File: src/rtl/muldiv_pkg.sv
// Shared types and constants for the iterative RV32M multiply/divide unit.
package muldiv_pkg;

  localparam int XLEN = 32;
  localparam int ITER = 32;

  localparam logic [31:0] DIV0_QUOT = 32'hFFFF_FFFF;
  localparam logic [31:0] INT_MIN   = 32'h8000_0000;

  typedef enum logic [2:0] {
    MD_MUL    = 3'b000,
    MD_MULH   = 3'b001,
    MD_MULHSU = 3'b010,
    MD_MULHU  = 3'b011,
    MD_DIV    = 3'b100,
    MD_DIVU   = 3'b101,
    MD_REM    = 3'b110,
    MD_REMU   = 3'b111
  } md_op_e;

  typedef enum logic [1:0] {
    IDLE = 2'd0,
    BUSY = 2'd1,
    FIX  = 2'd2,
    DONE = 2'd3
  } md_state_e;

endpackage

File: src/rtl/muldiv_abs_neg.sv
// Conditional two's-complement negate: takes operand magnitudes on entry
// and restores the result sign in the FIX cycle.
module muldiv_abs_neg #(
  parameter int W = 32
) (
  input  logic [W-1:0] val_i,
  input  logic         neg_i,
  output logic [W-1:0] val_o
);

  assign val_o = neg_i ? (~val_i + {{(W-1){1'b0}}, 1'b1}) : val_i;

endmodule

File: src/rtl/muldiv_unit.sv
// Iterative RV32M execute unit: shift-add multiply and restoring divide
// sharing one 64-bit accumulator, with a valid/ready request side and a done pulse.
module muldiv_unit #(
  parameter int XLEN = 32
) (
  input  logic            clk_i,
  input  logic            rst_ni,
  input  logic            valid_i,
  output logic            ready_o,
  input  logic [2:0]      md_op_i,
  input  logic [XLEN-1:0] src_a_i,
  input  logic [XLEN-1:0] src_b_i,
  input  logic            kill_i,
  output logic            done_o,
  output logic [XLEN-1:0] result_o,
  output logic [1:0]      state_o
);
  import muldiv_pkg::*;

  // Handshake: a request is taken on a rising edge where valid_i & ready_o & !kill_i;
  // the requester holds valid_i and operands until then. done_o pulses once per result.
  localparam logic [1:0] ST_IDLE = IDLE;
  localparam logic [1:0] ST_BUSY = BUSY;
  localparam logic [1:0] ST_FIX  = FIX;
  localparam logic [1:0] ST_DONE = DONE;

  logic [1:0]  state_q, state_d;
  logic [4:0]  cnt_q;
  logic [2:0]  op_q;
  logic        neg_q;
  logic [31:0] b_q;
  logic [63:0] acc_q, acc_step;
  logic [31:0] result_q;

  logic        accept, a_signed, b_signed, sa, sb, b_zero, overflow, special, neg_in;
  logic [31:0] a_mag, b_mag, special_res, div_word, fix_res;
  logic [32:0] rem_sh, diff, mul_sum;
  logic [63:0] fix_in, fix_out;

  assign ready_o  = (state_q == ST_IDLE) || (state_q == ST_DONE);
  assign done_o   = (state_q == ST_DONE);
  assign result_o = result_q;
  assign state_o  = state_q;
  assign accept   = valid_i & ready_o & ~kill_i;

  assign a_signed = (md_op_i == MD_MULH) || (md_op_i == MD_MULHSU) ||
                    (md_op_i == MD_DIV)  || (md_op_i == MD_REM);
  assign b_signed = (md_op_i == MD_MULH) || (md_op_i == MD_DIV) || (md_op_i == MD_REM);
  assign sa       = a_signed & src_a_i[31];
  assign sb       = b_signed & src_b_i[31];
  assign b_zero   = (src_b_i == 32'd0);
  assign overflow = ((md_op_i == MD_DIV) || (md_op_i == MD_REM)) &&
                    (src_a_i == INT_MIN) && (src_b_i == 32'hFFFF_FFFF);
  assign special  = md_op_i[2] & (b_zero | overflow);

  always_comb begin
    neg_in = 1'b0;
    case (md_op_i)
      MD_MULH:   neg_in = sa ^ sb;
      MD_MULHSU: neg_in = sa;
      MD_DIV:    neg_in = (sa ^ sb) & ~b_zero;
      MD_REM:    neg_in = sa;
      default:   neg_in = 1'b0;
    endcase
  end

  // md_op_i[1] distinguishes REM/REMU from DIV/DIVU.
  always_comb begin
    special_res = 32'd0;
    if (b_zero)
      special_res = md_op_i[1] ? src_a_i : DIV0_QUOT;
    else
      special_res = md_op_i[1] ? 32'd0 : INT_MIN;
  end

  muldiv_abs_neg #(.W(32)) u_abs_a (.val_i(src_a_i), .neg_i(sa), .val_o(a_mag));
  muldiv_abs_neg #(.W(32)) u_abs_b (.val_i(src_b_i), .neg_i(sb), .val_o(b_mag));

  // Multiply keeps {partial product, multiplier}; divide keeps {remainder, dividend/quotient}.
  always_comb begin
    rem_sh   = acc_q[63:31];
    diff     = rem_sh - {1'b0, b_q};
    mul_sum  = {1'b0, acc_q[63:32]} + (acc_q[0] ? {1'b0, b_q} : 33'd0);
    acc_step = {mul_sum, acc_q[31:1]};
    if (op_q[2])
      acc_step = diff[32] ? {rem_sh[31:0], acc_q[30:0], 1'b0}
                          : {diff[31:0],   acc_q[30:0], 1'b1};
  end

  // The high word of a signed product needs the full 64-bit negate, not just 32.
  assign div_word = op_q[1] ? acc_q[63:32] : acc_q[31:0];
  assign fix_in   = op_q[2] ? {32'd0, div_word} : acc_q;

  muldiv_abs_neg #(.W(64)) u_fix (.val_i(fix_in), .neg_i(neg_q), .val_o(fix_out));

  assign fix_res = (!op_q[2] && (op_q != MD_MUL)) ? fix_out[63:32] : fix_out[31:0];

  always_comb begin
    state_d = state_q;
    case (state_q)
      ST_IDLE, ST_DONE: begin
        if (accept) state_d = special ? ST_DONE : ST_BUSY;
        else        state_d = ST_IDLE;
      end
      ST_BUSY: begin
        if (kill_i)                      state_d = ST_IDLE;
        else if (cnt_q == 5'(ITER - 1))  state_d = ST_FIX;
      end
      ST_FIX:  state_d = kill_i ? ST_IDLE : ST_DONE;
      default: state_d = ST_IDLE;
    endcase
  end

  always_ff @(posedge clk_i or negedge rst_ni) begin
    if (!rst_ni) begin
      state_q  <= ST_IDLE;
      cnt_q    <= 5'd0;
      op_q     <= 3'd0;
      neg_q    <= 1'b0;
      b_q      <= 32'd0;
      acc_q    <= 64'd0;
      result_q <= 32'd0;
    end else begin
      state_q <= state_d;
      if (accept) begin
        op_q  <= md_op_i;
        neg_q <= neg_in;
        b_q   <= b_mag;
        acc_q <= {32'd0, a_mag};
        cnt_q <= 5'd0;
        if (special) result_q <= special_res;
      end else if (state_q == ST_BUSY && !kill_i) begin
        acc_q <= acc_step;
        cnt_q <= cnt_q + 5'd1;
      end else if (state_q == ST_FIX && !kill_i) begin
        result_q <= fix_res;
      end
    end
  end

endmodule

File: config.mk
export PLATFORM = sky130hd
export DESIGN_NAME = muldiv_unit
export DESIGN_NICKNAME = d
export VERILOG_FILES = /design/src/rtl/muldiv_pkg.sv /design/src/rtl/muldiv_abs_neg.sv /design/src/rtl/muldiv_unit.sv
export SDC_FILE = /design/constraint.sdc
export NUM_CORES = 1
export LEC_CHECK = 0
export CAP_MARGIN = 30
export CORE_ASPECT_RATIO = 0.9
export CORE_UTILIZATION = 40
export CTS_CLUSTER_SIZE = 14
export DETAILED_ROUTE_END_ITERATION = 6
export PLACE_DENSITY = 0.56
export SETUP_SLACK_MARGIN = 0.05
export SYNTH_ARGS = -nofsm -noshare
export SYNTH_HDL_FRONTEND = slang
export SYNTH_HIERARCHICAL = 1
export SYNTH_SLANG_ARGS = --single-unit
File: constraint.sdc
create_clock -name clk_i -period 3.71 [get_ports clk_i]
set_input_delay 0.371 -clock clk_i [delete_from_list [all_inputs] [get_ports clk_i]]
set_output_delay 0.371 -clock clk_i [all_outputs]
set_load 0.1 [all_outputs]
==> out/metrics.yaml, run 1 <==
clocking:
  root_buffer: "clkbuf_16"
  clockBufferDepth: 2
  cts_max_level: 4
  cts_tree: "built"
  path_clk_slew_ps: 60
  clkLatencyLatePin_ps: 450
  cts-buffers-inserted: 17
  cts_sinks: 139
setup_path:
  r2r-start: "op_q[2]"
  critPathArrivalTime_ps: 3890
  cp_top_family: "simple AND/OR/NAND/NOR gates"
  start_kind: "flop"
  required_ps: 4070
  critical_path.max_stage_delay_ps: 600
  cp_max_fo: 19
  crit_path_start: "op_q[2]"
  endpoint_kind: "flop"
  crit_chain: "nand2_2, buf_12, mux2_2, or4_4, nor4_4, buf_4, nand3_4, buf_12, o41ai_4, xnor2_1, nand2_1, a21oi_1, a21oi_1, a21oi_1"
  critPathKind: "flop to flop"
  cp_slowest_cell: "or4_4"
  cp_num_buf_inv: 3
  critical_path.most_common_cell: "a21oi_1"
timing:
  finalSetupViolCount: 0
  hold_viol: 0
  rsz0062_at_grt: "no"
  fmax_mhz: 284.0
  fin_setup_tns_ps: 0
  period_needed_ps: 3521
  slew_viol_final: 0
  fin_crit_sh: 0.9489
  relSlewSlack: 0.3485
  skew_ps: 12.39
  tightest_slew_ps: 974.2
detailed_routing:
  routedWlPerCell_um: 20.66
  drc: 0
  via_per_inst: 5.843
  vias: 14670
  drt-total-wl_mm: 51.87
  drt_first_pass_iters: 6
  antenna_left: 0
  drt-initial-drc-count: 1285
pwr:
  peakVddDrop_uv: 972.2
  fin_total_pwr_uw: 18120
  power_leakage_uw: 0.007032
  power_density_mw_per_mm2: 1032
  switching_share: 0.5359
  internal_power_uw: 8410
  p_seq_frac: 0.166
  switchingPower_uw: 9712
  clockPowerShare: 0.092
  comb_power_share: 0.742
floorplanning:
  io_pins: 107
  rows: 66
  initial_core_util: 0.4072
  dieArea_mm2: 0.03759
  die_y_um: 184.0
  die_w_um: 204.3
  core_mm2: 0.03617
placement:
  placedInstanceArea_mm2: 0.01688
  place_congestion: 0.9275
  dp_hpwl_mm: 39.69
  io_buffers: 106
logic_synthesis:
  postSynthCellCount: 1889
  ys_ff_latch: 139
  synth_area_leaders: "dfrtp_1, xnor2_1, a21oi_1"
  postSynthAreaPerCell_um2: 7.796
  synthDistinctLibCells: 90
  syn_nets: 2034
  synth_edf_count: 0
  synth_ff_type: "dfrtp_1"
  synth_top_area_frac: 0.2362
  async_flop_share: 1.000
  yosysMostFrequentCell: "nand2_1"
  syn-cell-area_mm2: 0.01473
  synth_seq_area_share: 0.2362
  synthTopCellsByCount: "nand2_1, a21oi_1, xnor2_1, o21ai_0, dfrtp_1"
  synth_top_area_cell: "dfrtp_1"
  yosysWarnings: 6
hold_path:
  worstHoldPathType: "flop to flop"
  min_from: "op_q[0]"
global_routing:
  grt_max_degree: 141
  grt_usage: 0.2787
  overflow: 0
  grt_pass1_vias: 13950
  antenna_found_initial: 3
  grt_pass1_wl_mm: 80.62
cells_and_area:
  areaGrowthSynthToFinish_pct: 19.24
  drive_gt1_frac: 0.1249
  final_area_mm2: 0.01756
  nNetsFinal: 2166
flow_run:
  maxCapViolations: 0
run_status:
  status: "complete, no violations"
[per-stage QoR]
| stage | utilization | worst slack, ps | hold WS, ps | cells |
|---|---|---|---|---|
| floorplan | - | 101.2 | 75.41 | 1889 |
| global placement | 0.4668 | 21.97 | 464.9 | 2473 |
| detailed placement | 0.4668 | 23.56 | 466.0 | 2473 |
| CTS | 0.4829 | 63.89 | 485.4 | 2508 |
| global route | 0.4854 | 37.28 | 541.8 | 2510 |
| finish | 0.4855 | 189.5 | 492.8 | 2511 |
[metal layers]
layer / GRT usage / share of wire / vias to the layer above
li1: - / - / 7068
met1: 0.4026 / 0.47 / 7049
met2: 0.4218 / 0.44 / 483
met3: 0.04502 / 0.064 / 69
met4: 0.08299 / 0.024 / 4
met5: 0 / 0.00042 / -
[placed cells by master, fill, tap and decap left out, types with 18 or more instances in the layout]
master           Yosys  layout
nand2b_1            51      50
o31ai_1             39      38
mux2i_1             55      55
a21oi_1            194     190
a21o_1              21      21
dfrtp_1            139     136
nand2_1            242     241
a22oi_1             18      18
and2_1              35      35
nand3_1             28      28
xnor2_1            158     157
mux2_2              31      31
o21ai_0            156     154
nor4_1              22      21
buf_4                3      97
nor3_1              23      23
nor2b_1             44      44
inv_1               60      60
nor2_1             128     125
clkdlybuf4s50_1      0     105
nand4_1             22      22
ha_1                72      71
xor2_1              18      18
o41ai_1             18      18
[final timing paths]
kind                       slack, ps  depth (start not counted)           end
min in group asynchronous        520                          2     acc_q[20]
max in group asynchronous       2280                          3      acc_q[0]
min                              490                          2       op_q[0]
max                              190                         14  result_o[28]
max reg2reg                      190                         14  result_o[28]
min reg2reg                      490                          2       op_q[0]
[power by group through the flow]
| stage | Combinational, uW | Sequential [uW] | Clock, uW |
|---|---|---|---|
| floorplan | 8320 | 4080 | 0 |
| global placement | 13100 | 3010 | 0 |
| detailed placement | 13100 | 3010 | 0 |
| CTS | 13200 | 2990 | 1690 |
| global route | 14600 | 3100 | 1750 |
| finish | 13400 | 3010 | 1660 |
[worst reg2reg max path, stage by stage (launching register included)]
cell	delay (ps)
dfrtp_4	490
nand2_2	120
buf_12	170
mux2_2	370
or4_4	600
nor4_4	310
buf_4	180
nand3_4	150
buf_12	190
o41ai_4	290
xnor2_1	150
nand2_1	70
a21oi_1	140
a21oi_1	50
a21oi_1	150
[repair_timing]
action	in CTS	in global routing
pin swaps	1	3
hold buffers	1	0
setup endpoints to repair	3	38
resized for setup	2	14
buffers inserted	2	2
hold endpoints to repair	24	0
[sequential cells by signal, summed over array words and instances (netlist names)]
name,flops
op_q,3
b_q,32
neg_q,1
cnt_q,5
state_o,2
acc_q,64
result_o,32
[kinds of logic after synthesis]
family,share of synthesized area
buffers and inverters,0.04469
AOI/OAI and AO/OA,0.2419
adders and majority gates,0.06389
muxes,0.06109
DFF,0.2362
xor gates and xnor gates,0.1058
and+or+nand+nor,0.2465
[layout make-up]
class	count	area [um2]
antenna	1	2.502
clock buffer	24	471.7
clock inverter	8	70.07
fill	3615	18610
inverter	60	225.2
multi-input combinational	1589	10710
sequential	139	3485
tap	476	595.6
timing repair buffer	214	2001
No activity file was read; power rests on OpenSTA's default activity.
==> inputs of run 2 (changes only) <==
- CORE_UTILIZATION: 40 -> 27
- PLACE_DENSITY: 0.56 -> 0.4
==> run 2 against run 1 <==
Wire length is 17% higher. Combinational power is 6% higher. Worst hold slack worse by 56 ps. Count of clock-buffer cells in the layout is 3 lower. Clock power is 9.6% higher. Critical path type unchanged. Total power is 5.2% higher. Utilization is 14 points lower. Design area is 4.7% higher.
==> out/metrics.yaml, run 2 (same netlist as run 1, synthesis figures left out) <==
placement:
  dp_hpwl_mm: 47.27  # +19%
  place_congestion: 0.8846  # -4.6%
  place_ws_ps: 103.3  # +79.71 ps
  io_buffers: 106  # unchanged
  placedInstanceArea_mm2: 0.01764  # +4.5%
setup_path:
  cp_slowest_cell: "or4_4"
  critical_path.most_common_cell: "a21oi_1"
  critPathKind: "flop to flop"
  critPathArrivalTime_ps: 3950  # +60 ps
  endpoint_kind: "flop"
  start_kind: "flop"
  critical_path.max_stage_delay_ps: 560  # -40 ps
  cp_max_fo: 9  # -10
  required_ps: 4130  # +60 ps
  crit_chain: "nand2_8, clkbuf_16, mux2_2, or4_4, nor3_2, buf_4, nand3_2, buf_4, o41ai_1, xnor2_1, nand2_1, a21oi_1, a21oi_1, a21oi_1"
  cp_top_family: "simple AND/OR/NAND/NOR gates"
  cp_num_buf_inv: 3  # unchanged
detailed_routing:
  via_per_inst: 5.317  # -9.0%
  routedWlPerCell_um: 21.72  # +5.1%
  drc: 0  # unchanged
  drt_first_pass_iters: 5  # -1
  drt-initial-drc-count: 1224  # -4.7%
  vias: 14860  # +1.2%
  antenna_left: 0  # unchanged
  drt-total-wl_mm: 60.68  # +17%
hold_path:
  worstHoldPathType: "input port to asynchronous set/reset pin"
pwr:
  power_leakage_uw: 0.007395  # +5.2%
  power_density_mw_per_mm2: 1037  # +0.45%
  peakVddDrop_uv: 605.7  # -38%
cells_and_area:
  fin_util: 0.3439  # -0.1416
  largest_reg_flops: 64  # unchanged
  seq_area_mm2: 0.003483  # about the same
  final_area_mm2: 0.01838  # +4.7%
  drive_gt1_frac: 0.1518  # +0.02691
  areaGrowthSynthToFinish_pct: 24.83
  fillCellCount: 5724  # +58%
  multi_input_area_mm2: 0.01069  # -0.20%
  layout_common_cells: "nand2_1, a21oi_1, xnor2_1"
  largest-register: "acc_q"
  nNetsFinal: 2228  # +2.9%
  final_common_cell: "nand2_1"
run_status:
  status: "complete, no violations"
timing:
  skew_ps: 17.88  # +5.489 ps
  slew_viol_final: 0  # unchanged
  fmax_mhz: 283.2  # -0.31%
  layout_setup_ws_ps: 178.6  # -10.89 ps
  fin_setup_tns_ps: 0  # unchanged
  fin_crit_sh: 0.9519  # +0.002935
  tightest_slew_ps: 999.2  # +24.99 ps
  rsz0062_at_grt: "no"
  finalSetupViolCount: 0  # unchanged
  period_needed_ps: 3531  # +10.89 ps
  relSlewSlack: 0.3318  # -0.01671
  hold_viol: 0  # unchanged
clocking:
  cts_max_level: 4  # unchanged
  root_buffer: "clkbuf_16"
  cts_tree: "built"
  cts-buffers-inserted: 17  # unchanged
  clkLatencyLatePin_ps: 500  # +50 ps
  cts_sinks: 139  # unchanged
  clockBufferDepth: 2  # unchanged
  path_clk_slew_ps: 70  # about the same
global_routing:
  grt_pass1_vias: 14300  # +2.6%
  overflow: 0  # unchanged
  grt_usage: 0.2209  # -0.05782
  grt_max_degree: 81  # -43%
  antenna_found_initial: 4  # +1
  grt_pass1_wl_mm: 91.10  # +13%
floorplanning:
  core_mm2: 0.05345  # +48%
  die_y_um: 223.6  # +21%
  io_pins: 107  # unchanged
  initial_core_util: 0.2755  # -0.1316
  rows: 80  # +21%
  die_w_um: 248.2  # +22%
  dieArea_mm2: 0.05548  # +48%
flow_run:
  maxCapViolations: 0  # unchanged
==> run 2: cell types whose count changed in the layout (fill, tap and decap cells not counted), sizes merged <==
cell,previous run,this run
bufinv,1,2
clkinvlp,2,3
clkinv,5,3
clkdlybuf4s50,105,104
buf,108,169
clkbuf,24,23
inv,60,62
diode,1,2
==> run 2: layout make-up <==
type                       instances  area share
timing repair buffer             276      0.1373
tap                              697     0.04744
clock inverter                    10    0.006261
antenna                            2   0.0002722
clock buffer                      21     0.02559
multi-input combinational       1589      0.5814
sequential                       139      0.1895
inverter                          60     0.01225
==> run 2: path summary, 6_finish.rpt <==
kind                          from           end  slack [ps]  cells after the start
max                        op_q[2]  result_o[21]         180                     14
min                         rst_ni     acc_q[21]         440                      2
max reg2reg                op_q[2]  result_o[21]         180                     14
min reg2reg                op_q[0]       op_q[0]         500                      2
max in group asynchronous   rst_ni      cnt_q[1]        2380                      3
min in group clk_i         op_q[0]       op_q[0]         500                      2
==> run 2: where the power goes <==
part | leakage (uW) | internal [uW] | switching [uW]
logic | 0.00536 | 5680 | 8550
registers | 0.00175 | 2230 | 783
clock network | 0.000282 | 1040 | 780
total | 0.00739 | 8950 | 10100
==> run 2: per-stage QoR <==
stage / instances / power [uW] / hold slack (ps)
6_report: 2794 / 19060 / 437.2
4_1_cts: 2785 / 18910 / 456.6
3_5_place_dp: 2753 / 16960 / 426.4
5_1_grt: 2792 / 20510 / 499.3
2_1_floorplan: 1889 / 12400 / 75.41
3_3_place_gp: 2753 / 16980 / 420.2
==> run 2: per-layer routing <==
layer	track usage	share of wire	vias to the layer above
met5	0	0.00018	-
met4	0.05685	0.017	2
met3	0.05068	0.064	46
met2	0.3175	0.42	397
met1	0.3267	0.49	7202
li1	-	-	7208
==> run 2: what timing repair did <==
| item | in CTS | in global routing |
|---|---|---|
| hold buffers | 1 | 0 |
| endpoints found under the setup margin | 0 | 26 |
| buffers inserted | 0 | 5 |
| hold endpoints to repair | 61 | 0 |
| resized for setup | 0 | 12 |
